$ cat src/rtl/systolic_feeder.sv
// rtl/systolic_feeder.sv - operand fetch and diagonal skew stage for the 4x4 systolic array
module systolic_feeder #(
    parameter int N  = 4,
    parameter int DW = 8,
    parameter int AW = 8
) (
    input  logic            clk,
    input  logic            rst,
    input  logic            start,
    input  logic [AW-1:0]   k_len,
    input  logic [AW-1:0]   a_base,
    input  logic [AW-1:0]   b_base,
    output logic            a_rd_en,
    output logic [AW-1:0]   a_addr,
    input  logic [N*DW-1:0] a_rdata,
    output logic            b_rd_en,
    output logic [AW-1:0]   b_addr,
    input  logic [N*DW-1:0] b_rdata,
    output logic [N*DW-1:0] in_a,
    output logic [N*DW-1:0] in_b,
    output logic            acc_clr,
    output logic            busy,
    output logic            done
);
    typedef enum logic [1:0] {IDLE, FETCH, DRAIN, DONE} state_t;

    // skew flush (N-1) + array propagation (N-1) + read and output registers (2)
    localparam logic [AW-1:0] DRAIN_LAST = AW'(2*N - 1);

    state_t          state, state_nx;
    logic [AW-1:0]   cnt, k_q, a_base_q, b_base_q;
    logic            rd_q;
    logic [N*DW-1:0] a_word_q, b_word_q;

    always_ff @(posedge clk or posedge rst) begin
        if (rst) begin
            state    <= IDLE;
            cnt      <= '0;
            k_q      <= '0;
            a_base_q <= '0;
            b_base_q <= '0;
            acc_clr  <= 1'b0;
            rd_q     <= 1'b0;
            a_word_q <= '0;
            b_word_q <= '0;
        end else begin
            state <= state_nx;
            if (state != state_nx)
                cnt <= '0;
            else if (state == FETCH || state == DRAIN)
                cnt <= cnt + 1'b1;
            if (state == IDLE && state_nx == FETCH) begin
                k_q      <= k_len;
                a_base_q <= a_base;
                b_base_q <= b_base;
            end
            acc_clr  <= (state == IDLE && state_nx == FETCH);
            // only words that were actually requested enter the skew; everything else is zero fill
            rd_q     <= a_rd_en;
            a_word_q <= rd_q ? a_rdata : '0;
            b_word_q <= rd_q ? b_rdata : '0;
        end
    end

    always_comb begin
        state_nx = state;
        a_rd_en  = 1'b0;
        b_rd_en  = 1'b0;
        a_addr   = '0;
        b_addr   = '0;
        busy     = (state != IDLE);
        done     = 1'b0;
        case (state)
            IDLE: begin
                if (start && k_len != '0)
                    state_nx = FETCH;
            end
            FETCH: begin
                a_rd_en = 1'b1;
                b_rd_en = 1'b1;
                a_addr  = a_base_q + cnt;
                b_addr  = b_base_q + cnt;
                if (cnt == k_q - 1'b1)
                    state_nx = DRAIN;
            end
            DRAIN: begin
                if (cnt == DRAIN_LAST)
                    state_nx = DONE;
            end
            DONE: begin
                done     = 1'b1;
                state_nx = IDLE;
            end
            default: state_nx = IDLE;
        endcase
    end

    for (genvar j = 0; j < N; j++) begin : g_lane
        localparam int HI = N*DW - 1 - j*DW;
        if (j == 0) begin : g_direct
            assign in_a[HI -: DW] = a_word_q[HI -: DW];
            assign in_b[HI -: DW] = b_word_q[HI -: DW];
        end else begin : g_delay
            logic [DW-1:0] a_sr [j];
            logic [DW-1:0] b_sr [j];
            always_ff @(posedge clk or posedge rst) begin
                if (rst) begin
                    for (int s = 0; s < j; s++) begin
                        a_sr[s] <= '0;
                        b_sr[s] <= '0;
                    end
                end else begin
                    a_sr[0] <= a_word_q[HI -: DW];
                    b_sr[0] <= b_word_q[HI -: DW];
                    for (int s = 1; s < j; s++) begin
                        a_sr[s] <= a_sr[s-1];
                        b_sr[s] <= b_sr[s-1];
                    end
                end
            end
            assign in_a[HI -: DW] = a_sr[j-1];
            assign in_b[HI -: DW] = b_sr[j-1];
        end
    end
endmodule

$ cat config.mk
export PLATFORM = sky130hd
export DESIGN_NAME = systolic_feeder
export DESIGN_NICKNAME = d
export VERILOG_FILES = /design/src/rtl/systolic_feeder.sv
export SDC_FILE = /design/constraint.sdc
export NUM_CORES = 1
export LEC_CHECK = 0
export ABC_AREA = 1
export CAP_MARGIN = 10
export CORE_MARGIN = 1
export CORE_UTILIZATION = 48
export CTS_BUF_LIST = sky130_fd_sc_hd__clkbuf_4 sky130_fd_sc_hd__clkbuf_8
export CTS_CLUSTER_DIAMETER = 50
export DETAILED_ROUTE_END_ITERATION = 10
export PLACE_DENSITY = 0.75
export SYNTH_ARGS = -nofsm -noshare
export SYNTH_HDL_FRONTEND = slang
export SYNTH_SLANG_ARGS = --single-unit
$ cat constraint.sdc
create_clock -name clk -period 18.18 [get_ports clk]
set_input_delay 2.727 -clock clk [delete_from_list [all_inputs] [get_ports clk]]
set_output_delay 2.727 -clock clk [all_outputs]
set_load 0.02 [all_outputs]
---- Yosys cells after proc, flatten, opt, wreduce, memory -nomap -nowiden ----
Index checks and enable logic that the tools add are counted.
cells by class
  add/subtract/negate cells ............... 4
  multipliers ............................. 0
  divide/modulo/power cells ............... 0
  order comparisons ....................... 0
  equal/unequal tests ..................... 7
  shifts and indexed selects .............. 0
  mux-type cells .......................... 12
  bitwise gates (word level) .............. 0
  reductions and logical operators ........ 7
operators with widths
  kind                                                                number
  32-bit two-way mux                                                  2
  8-bit two-way mux                                                   4
  8-bit adder                                                         2
  8-bit by 1-bit adder with 8-bit output, second input constant       1
  8-bit by 3-bit == test with 1-bit output, second input constant     1
  8-bit == test                                                       1
  2-bit case mux with 4 select lines                                  1
  8-bit nonzero test                                                  1
  8-bit by 1-bit subtractor with 8-bit output, second input constant  1
  2-bit two-way mux                                                   3
  2-bit by 1-bit == test with 1-bit output, second input constant     2
  2-bit == test, second input constant                                2
  2-bit nonzero test                                                  2
  1-bit logical AND                                                   2
  2-bit zero test                                                     1
  1-bit two-way mux                                                   2
  2-bit != test                                                       1
  1-bit logical OR                                                    1
word-level totals
  register bits ........................... 196
  bits in latches ......................... 0
  bits in writable memories ............... 0
  ROM bits ................................ 0
  input port bits ......................... 91
  output and inout port bits .............. 85
  memories kept ........................... 0

---- Logic depth before layout (Yosys ltp) ----
Gate-level depths: netlist (run 1).
  depth after elaboration ................. 6
  mapped depth ............................ 17
  mapped depth without buffers ............ 17

---- Worst setup path before layout (run 1) ----
OpenSTA, ideal clock, no wires.
  path type ............................... register -> output
  from .................................... register cnt[0]
  to ...................................... output b_addr[6]
  arrival time ............................ 2.049 ns
  setup slack ............................. 13.404 ns
  stages on the path, launching flop included .. 9
  path buffers ............................ 0
  cells stage by stage .................... dfrtp_1 > ha_1 > fa_1 > a31oi_1 > nor2_1 > nor2_1 > nor2_1 > o21a_1 > nor3_1
on the way
  word-level cells in the longest chain between the ends .. 2
RTL lines
  item                      RTL line  text
  start: declaration        31        logic [AW-1:0] cnt, k_q, a_base_q, b_base_q;
  start signal: assignment  51        cnt <= cnt + 1'b1;
  8-bit adder               82        b_addr = b_base_q + cnt;
  8-bit two-way mux         73        case (state)
  end: declaration          17        output logic [AW-1:0] b_addr,
No other way between the ends.

---- Final worst setup path (run 1) ----
Ends and elaborated chain as after synthesis.

==> qor.log, run 1 <==
qor: status.run_status finished, final reports clean
qor: cells_and_area.final_area 0.00934 sq mm
qor: critical_path.start_kind flop
qor: synthesis.synth_enable_flop_cells 0
qor: timing.final-max-slew-violation-count 0
qor: cells_and_area.syn_to_final_growth 26.9%
qor: cells_and_area.final_net_count 933
qor: floorplan.die_width 126 microns
qor: power_and_ir_drop.power.share.sequential 46.7%
qor: drt.drc_violations_left 0
qor: clock_network.cts_tree yes
qor: synthesis.synth_top_cell_by_area dfrtp_1
qor: clock_network.cts-root-buf clkbuf_8
qor: synthesis.synth.ff_latch_count 196
qor: cells_and_area.layout_utilization 63.3%
qor: timing.setup_total_negative_slack 0 ns
qor: synthesis.yosys.area.top_type_share 66.6%
qor: power_and_ir_drop.p_leak 0.00506 uW
qor: power_and_ir_drop.switching_share 35.7%
qor: power_and_ir_drop.p_comb_share 32.1%
qor: placement.dp_worst_setup_slack 12.83 ns
qor: drt.post_drt_wl_per_cell 13.1 microns
qor: critical_path.setup.reg_to_reg.worst_slack 16.06 ns
qor: placement.routabilityCongestion 0.863
qor: power_and_ir_drop.power.switching 465 uW
qor: critical_path.critical_path_peak_fanout 7
qor: power_and_ir_drop.power_per_cell_area 140 mW/mm^2
qor: clock_network.cts_made_buffers 17
qor: clock_network.clk-insertion-delay-late 0.46 ns
qor: synthesis.synth_top_cells_by_area dfrtp_1, nand2_1, inv_1
qor: power_and_ir_drop.p_int 839 uW
qor: drt.overall_routed_net_length 13,300 microns
qor: min_path.min-delay-path-class flop to flop
qor: floorplan.floorplan.initialDensity 49.9%
qor: power_and_ir_drop.ir_worst_vdd 73.3 uV
qor: clock_network.clk_pin_slew_worst_paths 0.11 ns
qor: clock_network.postCtsSetupRepairBufs 0
qor: synthesis.yosysUniqueCellTypes 32
qor: placement.port-buffer-count 175
qor: clock_network.ctsHtreeMaxLevel 4
qor: placement.place_area 0.00893 sq mm
qor: global_route.grt_first_pass_wirelength 22,300 microns
qor: synthesis.cells_after_synthesis 687
qor: cells_and_area.layout.filler_cells 1,132
qor: timing.rsz_0062_raised_after_global_routing false
qor: floorplan.fp.dieH 126 microns
qor: drt.routed_via_density 4.54
qor: synthesis.synth.net_count 800
qor: synthesis.synth.cells.most_frequent dfrtp_1, nand2_1, inv_1
qor: timing.layout_min_cycle_time 5.91 ns
qor: synthesis.ys_warn_count 0
qor: cells_and_area.multiInputGateArea 0.00163 sq mm
qor: timing.timing.fmax 0.169 GHz
qor: timing.hold_viol 0
qor: synthesis.cell_with_the_most_instances_after_synthesis dfrtp_1
qor: placement.dpl.hpwl 9630 microns
qor: drt.drtIter0Drc 200
qor: timing.slew-limit-headroom 32.0%
qor: critical_path.worstSetupEndpointType primary output
qor: clock_network.clkSinkCount 196
qor: timing.finClkSkew 0.0136 ns
qor: cells_and_area.sequential_cell_area 0.00491 sq mm
qor: synthesis.synth_top_flop_cell dfrtp_1
qor: timing.count_of_endpoints_failing_setup_in_the_final_report 0
qor: timing.timing_worst_slew_pin_value 1.02 ns
qor: clock_network.total_of_cells_resized_after_clock_tree_synthesis 0
qor: synthesis.synth_async_sr_flop_share 100%
qor: floorplan.placement_rows 44
qor: drt.ant_nets 0
qor: clock_network.cts_hold_buf 0
qor: floorplan.floorplan.io_pins 176
qor: floorplan.core_area 0.0148 sq mm
qor: clock_network.clock_path_buffers 2
qor: timing.final_min_period_over_clock_period 32.5%
qor: global_route.grt_start_max_net_pins 115
qor: critical_path.arrival 3.18 ns
qor: global_route.global_route.usage.total 18.4%
qor: critical_path.criticalPathCategory flop to primary output
qor: power_and_ir_drop.clock_power_share 21.2%
qor: cells_and_area.n_antenna_cell 0
qor: run.max-cap-violations 0
qor: timing.layout_setup_ws 12.27 ns
qor: synthesis.ys_seq_area_share 66.6%
qor: cells_and_area.final_layout_size_suffix_gt1_share 6.24%
qor: power_and_ir_drop.total_power 1300 uW
qor: synthesis.synth_area 0.00736 sq mm
qor: drt.detailedRoute.firstPassIterationCount 6
qor: synthesis.postSynthAreaPerCell 10.7 sq um
qor: global_route.via_count_of_the_first_global_routing_pass 4,804
qor: drt.route.vias.total 4,622
qor: global_route.antenna_violations_before_repair 0
qor: global_route.gr-total-overflow 0
qor: critical_path.required_time_of_the_critical_path 15.45 ns
qor: floorplan.die-area 0.0158 sq mm
## placed cells by master (no fill, tap or decap), types with 14 or more instances in the layout
cell type        synthesis  layout
dfrtp_1                196     195
nand2_1                179     179
clkdlybuf4s50_1          0     175
inv_1                  101     100
nor2_1                  34      34
ha_1                    20      20
o21ai_0                 18      18
clkbuf_8                 0      17
a21oi_1                 15      15
nand3_1                 14      14
## state kept, by name, summed over array words and instances, names as in the netlist
name	cells
b_word_q	32
in_b	16
acc_clr	1
g_lane.g_delay.a_sr	32
cnt	8
rd_q	1
a_base_q	8
a_word_q	32
b_base_q	8
state	2
g_lane.g_delay.b_sr	32
k_q	8
in_a	16
## power by group through the flow
| stage | combinational, uW | clock [uW] | sequential [uW] |
|---|---|---|---|
| finish | 418 | 277 | 609 |
| global route | 467 | 301 | 624 |
| CTS | 423 | 286 | 612 |
| detailed placement | 420 | 0 | 621 |
| global placement | 409 | 0 | 614 |
| floorplan | 292 | 0 | 603 |
## cell type report
class | count | share of cell area [%]
multi-input combinational | 323 | 17.5
inverter | 105 | 4.30
clock buffer | 17 | 2.50
sequential | 196 | 52.5
tap | 184 | 2.46
clock inverter | 15 | 1.85
timing repair buffer | 177 | 18.9
## per-layer routing
| layer | GRT usage [%] | wire length (microns) |
|---|---|---|
| met3 | 7.26 | 1160 |
| met5 | 0 | 0 |
| met2 | 30.6 | 6420 |
| met1 | 20.4 | 5310 |
| met4 | 9.92 | 404 |
## worst max-delay path: stages (launching register included)
cell             delay [ns]
dfrtp_1                0.50
ha_1                   0.28
fa_1                   0.42
a31oi_1                0.29
nor2_1                 0.08
nor2_1                 0.10
nor2_1                 0.07
o21a_1                 0.17
nor3_1                 0.17
clkdlybuf4s50_1        0.64
## stage by stage
step	hold WS (ns)	instances
6_report	0.349	1017
3_3_place_gp	0.332	985
4_1_cts	0.347	1017
3_5_place_dp	0.335	985
2_1_floorplan	0.331	687
5_1_grt	0.359	1017
## cell families after synthesis
group / synth area share, %
compound gates: 3.11
flops: 66.6
xor+xnor: 1.29
fa+ha+maj: 3.94
buf+inv: 11.2
mux: 0.136
simple gates: 13.7
## worst paths after layout
check                                                     startpoint  depth (start not counted)                                   to
worst max-delay path                              cnt[0]$_DFFE_PP0P_                          9                            b_addr[6]
worst min-delay path            g_lane[3].g_delay.a_sr[17]$_DFF_PP0_                          0  g_lane[3].g_delay.a_sr[9]$_DFF_PP0_
worst max register to register                    k_q[0]$_DFFE_PP0P_                         17                   cnt[4]$_DFFE_PP0P_
worst min register to register  g_lane[3].g_delay.a_sr[17]$_DFF_PP0_                          0  g_lane[3].g_delay.a_sr[9]$_DFF_PP0_
max in group asynchronous                                        rst                          3                   in_a[15]$_DFF_PP0_
min in group asynchronous                                        rst                          2               b_word_q[31]$_DFF_PP0_
Note: power is estimated with default switching activity, not from simulation.
==> run 2, diff against run 1 <==
==> constraint.sdc (replaced) <==
create_clock -name clk -period 5.7 [get_ports clk]
set_input_delay 0.855 -clock clk [delete_from_list [all_inputs] [get_ports clk]]
set_output_delay 0.855 -clock clk [all_outputs]
set_load 0.02 [all_outputs]
==> qor.log, run 2 (synthesis results as in run 1) <==
qor: status.run_status finished, final reports clean
qor: global_route.global_route.usage.total 19.0%
qor: drt.post_drt_wl_per_cell 13.5 microns
qor: power_and_ir_drop.ir_worst_vdd 264 uV
qor: timing.timing.fmax 0.253 GHz
qor: placement.dp_worst_setup_slack 2.27 ns
qor: clock_network.clk_pin_slew_worst_paths 0.10 ns
qor: cells_and_area.final_net_count 933
qor: critical_path.critPathMostFrequentCell a21oi_1
qor: timing.finClkSkew 0.0108 ns
qor: critical_path.critical_path_peak_fanout 5
qor: global_route.grt_start_max_net_pins 197
qor: cells_and_area.syn_to_final_growth 27.9%
qor: cells_and_area.final_layout_size_suffix_gt1_share 6.24%
qor: drt.ant_nets 0
qor: timing.final-max-slew-violation-count 0
qor: critical_path.worstSetupEndpointType primary output
qor: clock_network.cts_tree yes
qor: cells_and_area.most_common_library_cell_in_the_layout_ignoring_fill_and_taps dfrtp_1
qor: floorplan.die-area 0.0158 sq mm
qor: critical_path.critical-path-slowest-cell clkdlybuf4s50_1
qor: power_and_ir_drop.p_leak 0.00509 uW
qor: critical_path.r2r-start k_q[0]$_DFFE_PP0P_
qor: floorplan.fp.dieH 126 microns
qor: clock_network.ctsHtreeMaxLevel 4
qor: power_and_ir_drop.total_power 4310 uW
qor: critical_path.startpoint cnt[2]$_DFFE_PP0P_
qor: cells_and_area.n_antenna_cell 0
qor: drt.detailedRoute.firstPassIterationCount 4
qor: cells_and_area.layout.filler_cells 1,148
qor: cells_and_area.fin_cells 1,017
qor: critical_path.crit_chain ha_1, a21oi_1, nand2_1, nand2_1, inv_1, or2_1, a21oi_1, nor2_1, o21ai_1, a21oi_1, nor2_1, clkdlybuf4s50_1
qor: placement.dpl.hpwl 9730 microns
qor: timing.final_min_period_over_clock_period 69.4%
qor: clock_network.clk-insertion-delay-late 0.46 ns
qor: cells_and_area.highest_count_cells_in_the_layout_ignoring_fill_and_taps dfrtp_1, nand2_1, clkdlybuf4s50_1
qor: critical_path.arrival 3.10 ns
qor: placement.routabilityCongestion 0.865
qor: drt.routed_via_density 4.63
qor: timing.count_of_endpoints_failing_setup_in_the_final_report 0
qor: clock_network.clock_path_buffers 2
qor: min_path.hold_path.startpoint g_lane[2].g_delay.a_sr[8]$_DFF_PP0_
qor: clock_network.cts_made_buffers 17
qor: clock_network.cts_hold_buf 0
qor: clock_network.total_of_cells_resized_after_clock_tree_synthesis 0
qor: placement.port-buffer-count 175
qor: timing.rsz_0062_raised_after_global_routing false
qor: floorplan.core_area 0.0148 sq mm
qor: global_route.via_count_of_the_first_global_routing_pass 5,021
qor: critical_path.critPathMaxStageDelay 0.61 ns
qor: floorplan.floorplan.initialDensity 49.9%
qor: clock_network.clkSinkCount 196
qor: global_route.grt_first_pass_wirelength 23,100 microns
qor: critical_path.required_time_of_the_critical_path 4.85 ns
qor: global_route.gr-total-overflow 0
qor: drt.drc_violations_left 0
qor: timing.timing_worst_slew_pin_value 1.05 ns
qor: timing.setup_total_negative_slack 0 ns
qor: critical_path.criticalPathCategory flop to primary output
qor: min_path.min-delay-path-class flop to flop
qor: floorplan.placement_rows 44
qor: critical_path.start_kind flop
qor: floorplan.die_width 126 microns
qor: drt.overall_routed_net_length 13,700 microns
qor: clock_network.postCtsSetupRepairBufs 0
qor: clock_network.cts-root-buf clkbuf_8
qor: drt.route.vias.total 4,713
qor: timing.slew-limit-headroom 29.8%
qor: floorplan.floorplan.io_pins 176
qor: run.max-cap-violations 0
qor: power_and_ir_drop.power_per_cell_area 458 mW/mm^2
qor: timing.layout_setup_ws 1.75 ns
qor: placement.place.detailed.instances 985
qor: timing.layout_min_cycle_time 3.95 ns
qor: timing.hold_viol 0
qor: global_route.antenna_violations_before_repair 0
qor: drt.drtIter0Drc 259
-- run 2: critical path: cells and delay by family, from the launching register on --
kind / cells / cell delay (ns)
flops: 1 / 0.45
buf+inv: 2 / 0.66
simple gates: 5 / 0.54
compound gates: 4 / 0.63
fa+ha+maj: 1 / 0.39
-- run 2: final cells by class --
type                       instances  area, sq um  share of cell area [%]
clock inverter                    15          243                    2.58
multi-input combinational        323         1630                    17.3
timing repair buffer             177         1780                    18.9
clock buffer                      17          234                    2.48
sequential                       196         4910                    52.1
inverter                         105          398                    4.22
tap                              184          230                    2.44
-- run 2: power by group --
group / total [uW] / internal, uW / leakage, uW / switching, uW
registers: 1960 / 1740 / 0.00263 / 215
clock network: 1010 / 500 / 0.000234 / 508
logic: 1350 / 570 / 0.00223 / 775
total: 4310 / 2810 / 0.00509 / 1500
-- run 2: metrics by stage --
step	area (sq um)	util (%)	hold WS (ns)
after global placement	8940	60.6	0.332
after CTS	9420	63.8	0.347
after global routing	9420	63.8	0.357
final	9420	63.8	0.347
after detailed placement	8940	60.6	0.335
after floorplan	7370	-	0.331
-- run 2: per-layer routing --
| metal | GRT usage [%] | wire length [microns] |
|---|---|---|
| met1 | 21.2 | 5480 |
| met2 | 32.6 | 6850 |
| met3 | 7.56 | 1100 |
| met4 | 7.23 | 274 |
| met5 | 0 | 0 |
-- run 2: path summary, 6_finish.rpt --
| path | cells past startpoint | end | slack, ns |
|---|---|---|---|
| worst max-delay path | 12 | b_addr[7] | 1.75 |
| worst min-delay path | 0 | in_a[8]$_DFF_PP0_ | 0.35 |
| worst max register to register | 17 | cnt[1]$_DFFE_PP0P_ | 3.51 |
| worst min register to register | 0 | in_a[8]$_DFF_PP0_ | 0.35 |
| max in group asynchronous | 3 | g_lane[1].g_delay.a_sr[4]$_DFF_PP0_ | 3.92 |
| min in group asynchronous | 3 | in_b[5]$_DFF_PP0_ | 1.04 |
==> run 3, diff against run 2 <==
--- a/config.mk
+++ b/config.mk
@@ -8,7 +8,7 @@
 export ABC_AREA = 1
 export CAP_MARGIN = 10
 export CORE_MARGIN = 1
-export CORE_UTILIZATION = 48
+export CORE_UTILIZATION = 46
 export CTS_BUF_LIST = sky130_fd_sc_hd__clkbuf_4 sky130_fd_sc_hd__clkbuf_8
 export CTS_CLUSTER_DIAMETER = 50
 export DETAILED_ROUTE_END_ITERATION = 10
==> constraint.sdc (replaced) <==
create_clock -name clk -period 3.5 [get_ports clk]
set_input_delay 0.525 -clock clk [delete_from_list [all_inputs] [get_ports clk]]
set_output_delay 0.525 -clock clk [all_outputs]
set_load 0.02 [all_outputs]
==> qor.log, run 3 (synthesis results as in run 1) <==
qor: clock_network.cts_tree yes
qor: placement.dpl.hpwl 9870 microns
qor: floorplan.fp.dieH 129 microns
qor: global_route.via_count_of_the_first_global_routing_pass 4,674
qor: power_and_ir_drop.power.share.sequential 47.0%
qor: drt.routed_via_density 4.36
qor: min_path.hold-path-cell-count 0
qor: critical_path.required_time_of_the_critical_path 2.97 ns
qor: power_and_ir_drop.p_leak 0.00511 uW
qor: floorplan.core_area 0.0154 sq mm
qor: status.run_status finished, final reports clean
qor: drt.drtIter0Drc 240
qor: timing.final-max-slew-violation-count 0
qor: power_and_ir_drop.p_int 4360 uW
qor: critical_path.setup.reg_to_reg.worst_slack 1.01 ns
qor: critical_path.arrival 2.80 ns
qor: power_and_ir_drop.ir_worst_vdd 418 uV
qor: critical_path.worstSetupEndpointType primary output
qor: timing.timing_worst_slew_pin_value 1.10 ns
qor: drt.ant_nets 0
qor: drt.route.vias.total 4,565
qor: placement.routabilityCongestion 0.871
qor: critical_path.start_kind flop
qor: power_and_ir_drop.power_per_cell_area 718 mW/mm^2
qor: critical_path.critical_path_peak_fanout 7
qor: clock_network.clk-insertion-delay-late 0.46 ns
qor: cells_and_area.final_layout_size_suffix_gt1_share 7.06%
qor: global_route.grt_first_pass_wirelength 22,300 microns
qor: timing.final_min_period_over_clock_period 95.0%
qor: critical_path.critical_path.reg2reg.endpoint a_base_q[6]$_DFFE_PP0P_
qor: critical_path.criticalPathCategory flop to primary output
qor: timing.finClkSkew 0.0184 ns
qor: timing.timing.fmax 0.301 GHz
qor: cells_and_area.highest_count_cells_in_the_layout_ignoring_fill_and_taps dfrtp_1, nand2_1, clkdlybuf4s50_1
qor: clock_network.cts_hold_buf 0
qor: cells_and_area.layout.filler_cells 1,295
qor: power_and_ir_drop.total_power 6750 uW
qor: floorplan.floorplan.initialDensity 47.7%
qor: floorplan.die-area 0.0165 sq mm
qor: cells_and_area.most_common_library_cell_in_the_layout_ignoring_fill_and_taps dfrtp_1
qor: clock_network.postCtsSetupRepairBufs 0
qor: floorplan.placement_rows 45
qor: min_path.min-delay-path-class flop to flop
qor: min_path.hold_path.startpoint a_word_q[23]$_DFF_PP0_
qor: clock_network.clock_path_buffers 2
qor: min_path.whs_endpoint g_lane[1].g_delay.a_sr[7]$_DFF_PP0_
qor: power_and_ir_drop.switching_share 35.4%
qor: power_and_ir_drop.clock_power_share 20.8%
qor: cells_and_area.final_net_count 936
qor: clock_network.cts-root-buf clkbuf_8
qor: clock_network.cts_made_buffers 17
qor: floorplan.die_width 129 microns
qor: drt.drc_violations_left 0
qor: timing.setup_total_negative_slack 0 ns
qor: drt.post_drt_wl_per_cell 12.9 microns
qor: global_route.antenna_violations_before_repair 0
qor: cells_and_area.syn_to_final_growth 27.6%
qor: clock_network.clk_pin_slew_worst_paths 0.11 ns
qor: critical_path.worst_r2r_path_depth 8
qor: timing.layout_min_cycle_time 3.33 ns
qor: timing.rsz_0062_raised_after_global_routing false
qor: global_route.global_route.usage.total 17.9%
qor: global_route.gr-total-overflow 0
qor: power_and_ir_drop.power.switching 2390 uW
qor: run.max-cap-violations 0
qor: floorplan.floorplan.io_pins 176
qor: drt.overall_routed_net_length 13,500 microns
qor: drt.detailedRoute.firstPassIterationCount 4
qor: clock_network.ctsHtreeMaxLevel 4
qor: timing.slew-limit-headroom 26.5%
qor: cells_and_area.n_antenna_cell 0
qor: timing.hold_viol 0
qor: timing.count_of_endpoints_failing_setup_in_the_final_report 0
qor: critical_path.r2r-start state[0]$_DFF_PP0_
qor: global_route.grt_start_max_net_pins 94
qor: power_and_ir_drop.p_comb_share 32.2%
qor: placement.port-buffer-count 175
qor: clock_network.clkSinkCount 196
[run 3: cell count changes in the layout (fill, tap and decap cells not counted), sizes merged]
cell / previous run / this run
clkinv: 5 / 4
buf: 2 / 5
dlymetal6s2s: 0 / 2
dlygate4sd2: 0 / 1
bufinv: 4 / 1
clkdlybuf4s15: 0 / 1
clkinvlp: 2 / 5
clkbuf: 17 / 21
clkdlybuf4s50: 175 / 168
[run 3: layout make-up]
type | instances | area [sq um] | share of cell area, %
clock buffer | 18 | 248 | 2.64
clock inverter | 14 | 146 | 1.56
inverter | 105 | 398 | 4.23
multi-input combinational | 323 | 1630 | 17.4
sequential | 196 | 4910 | 52.2
tap | 211 | 264 | 2.81
timing repair buffer | 180 | 1800 | 19.2
[run 3: worst max-delay path by stage]
stage / from / endpoint / depth (start not counted)
floorplan: rst / a_base_q[0]$_DFFE_PP0P_ / 1
global placement: cnt[2]$_DFFE_PP0P_ / b_addr[7] / 12
detailed placement: cnt[2]$_DFFE_PP0P_ / b_addr[7] / 12
CTS: cnt[2]$_DFFE_PP0P_ / a_addr[5] / 10
global route: cnt[0]$_DFFE_PP0P_ / b_addr[6] / 9
finish: cnt[0]$_DFFE_PP0P_ / b_addr[6] / 9
[run 3: metrics by stage]
| step | worst slack, ns | util [%] | hold slack, ns | std cells | area (sq um) |
|---|---|---|---|---|---|
| 4_1_cts | 0.0147 | 60.9 | 0.355 | 1047 | 9400 |
| 3_3_place_gp | 0.421 | 58.4 | 0.331 | 1015 | 9010 |
| 6_report | 0.175 | 60.9 | 0.348 | 1047 | 9400 |
| 3_5_place_dp | 0.377 | 58.4 | 0.335 | 1015 | 9010 |
| 5_1_grt | 0.00592 | 60.9 | 0.354 | 1047 | 9400 |
| 2_1_floorplan | 0.443 | - | 0.331 | 687 | 7370 |
[run 3: power by group through the flow]
stage / combinational [uW] / clock (uW) / sequential (uW)
global placement: 2170 / 0 / 3200
global route: 2440 / 1550 / 3250
detailed placement: 2200 / 0 / 3230
CTS: 2200 / 1460 / 3190
finish: 2170 / 1400 / 3170
floorplan: 1520 / 0 / 3130
[run 3: worst max-delay path, stage by stage, from the launching register on]
cell and delay, ns:
dfrtp_1 0.48, ha_1 0.27, fa_1 0.41, a31oi_1 0.22
nor2_1 0.06, nor2_1 0.08, nor2_1 0.07, o21a_1 0.17
nor3_1 0.22, clkdlybuf4s15_1 0.36
[run 3: what timing repair did]
action	CTS	global route
endpoints found under the hold margin	0	0
gates resized for setup	5	11
setup endpoints to repair	5	6
[run 3: layer usage]
metal,vias up,wire (microns),GRT usage (%)
met4,0,339,8.17
met5,-,0,0
met2,120,6760,29.8
met3,22,1040,7.07
li1,2277,-,-
met1,2146,5390,20.4
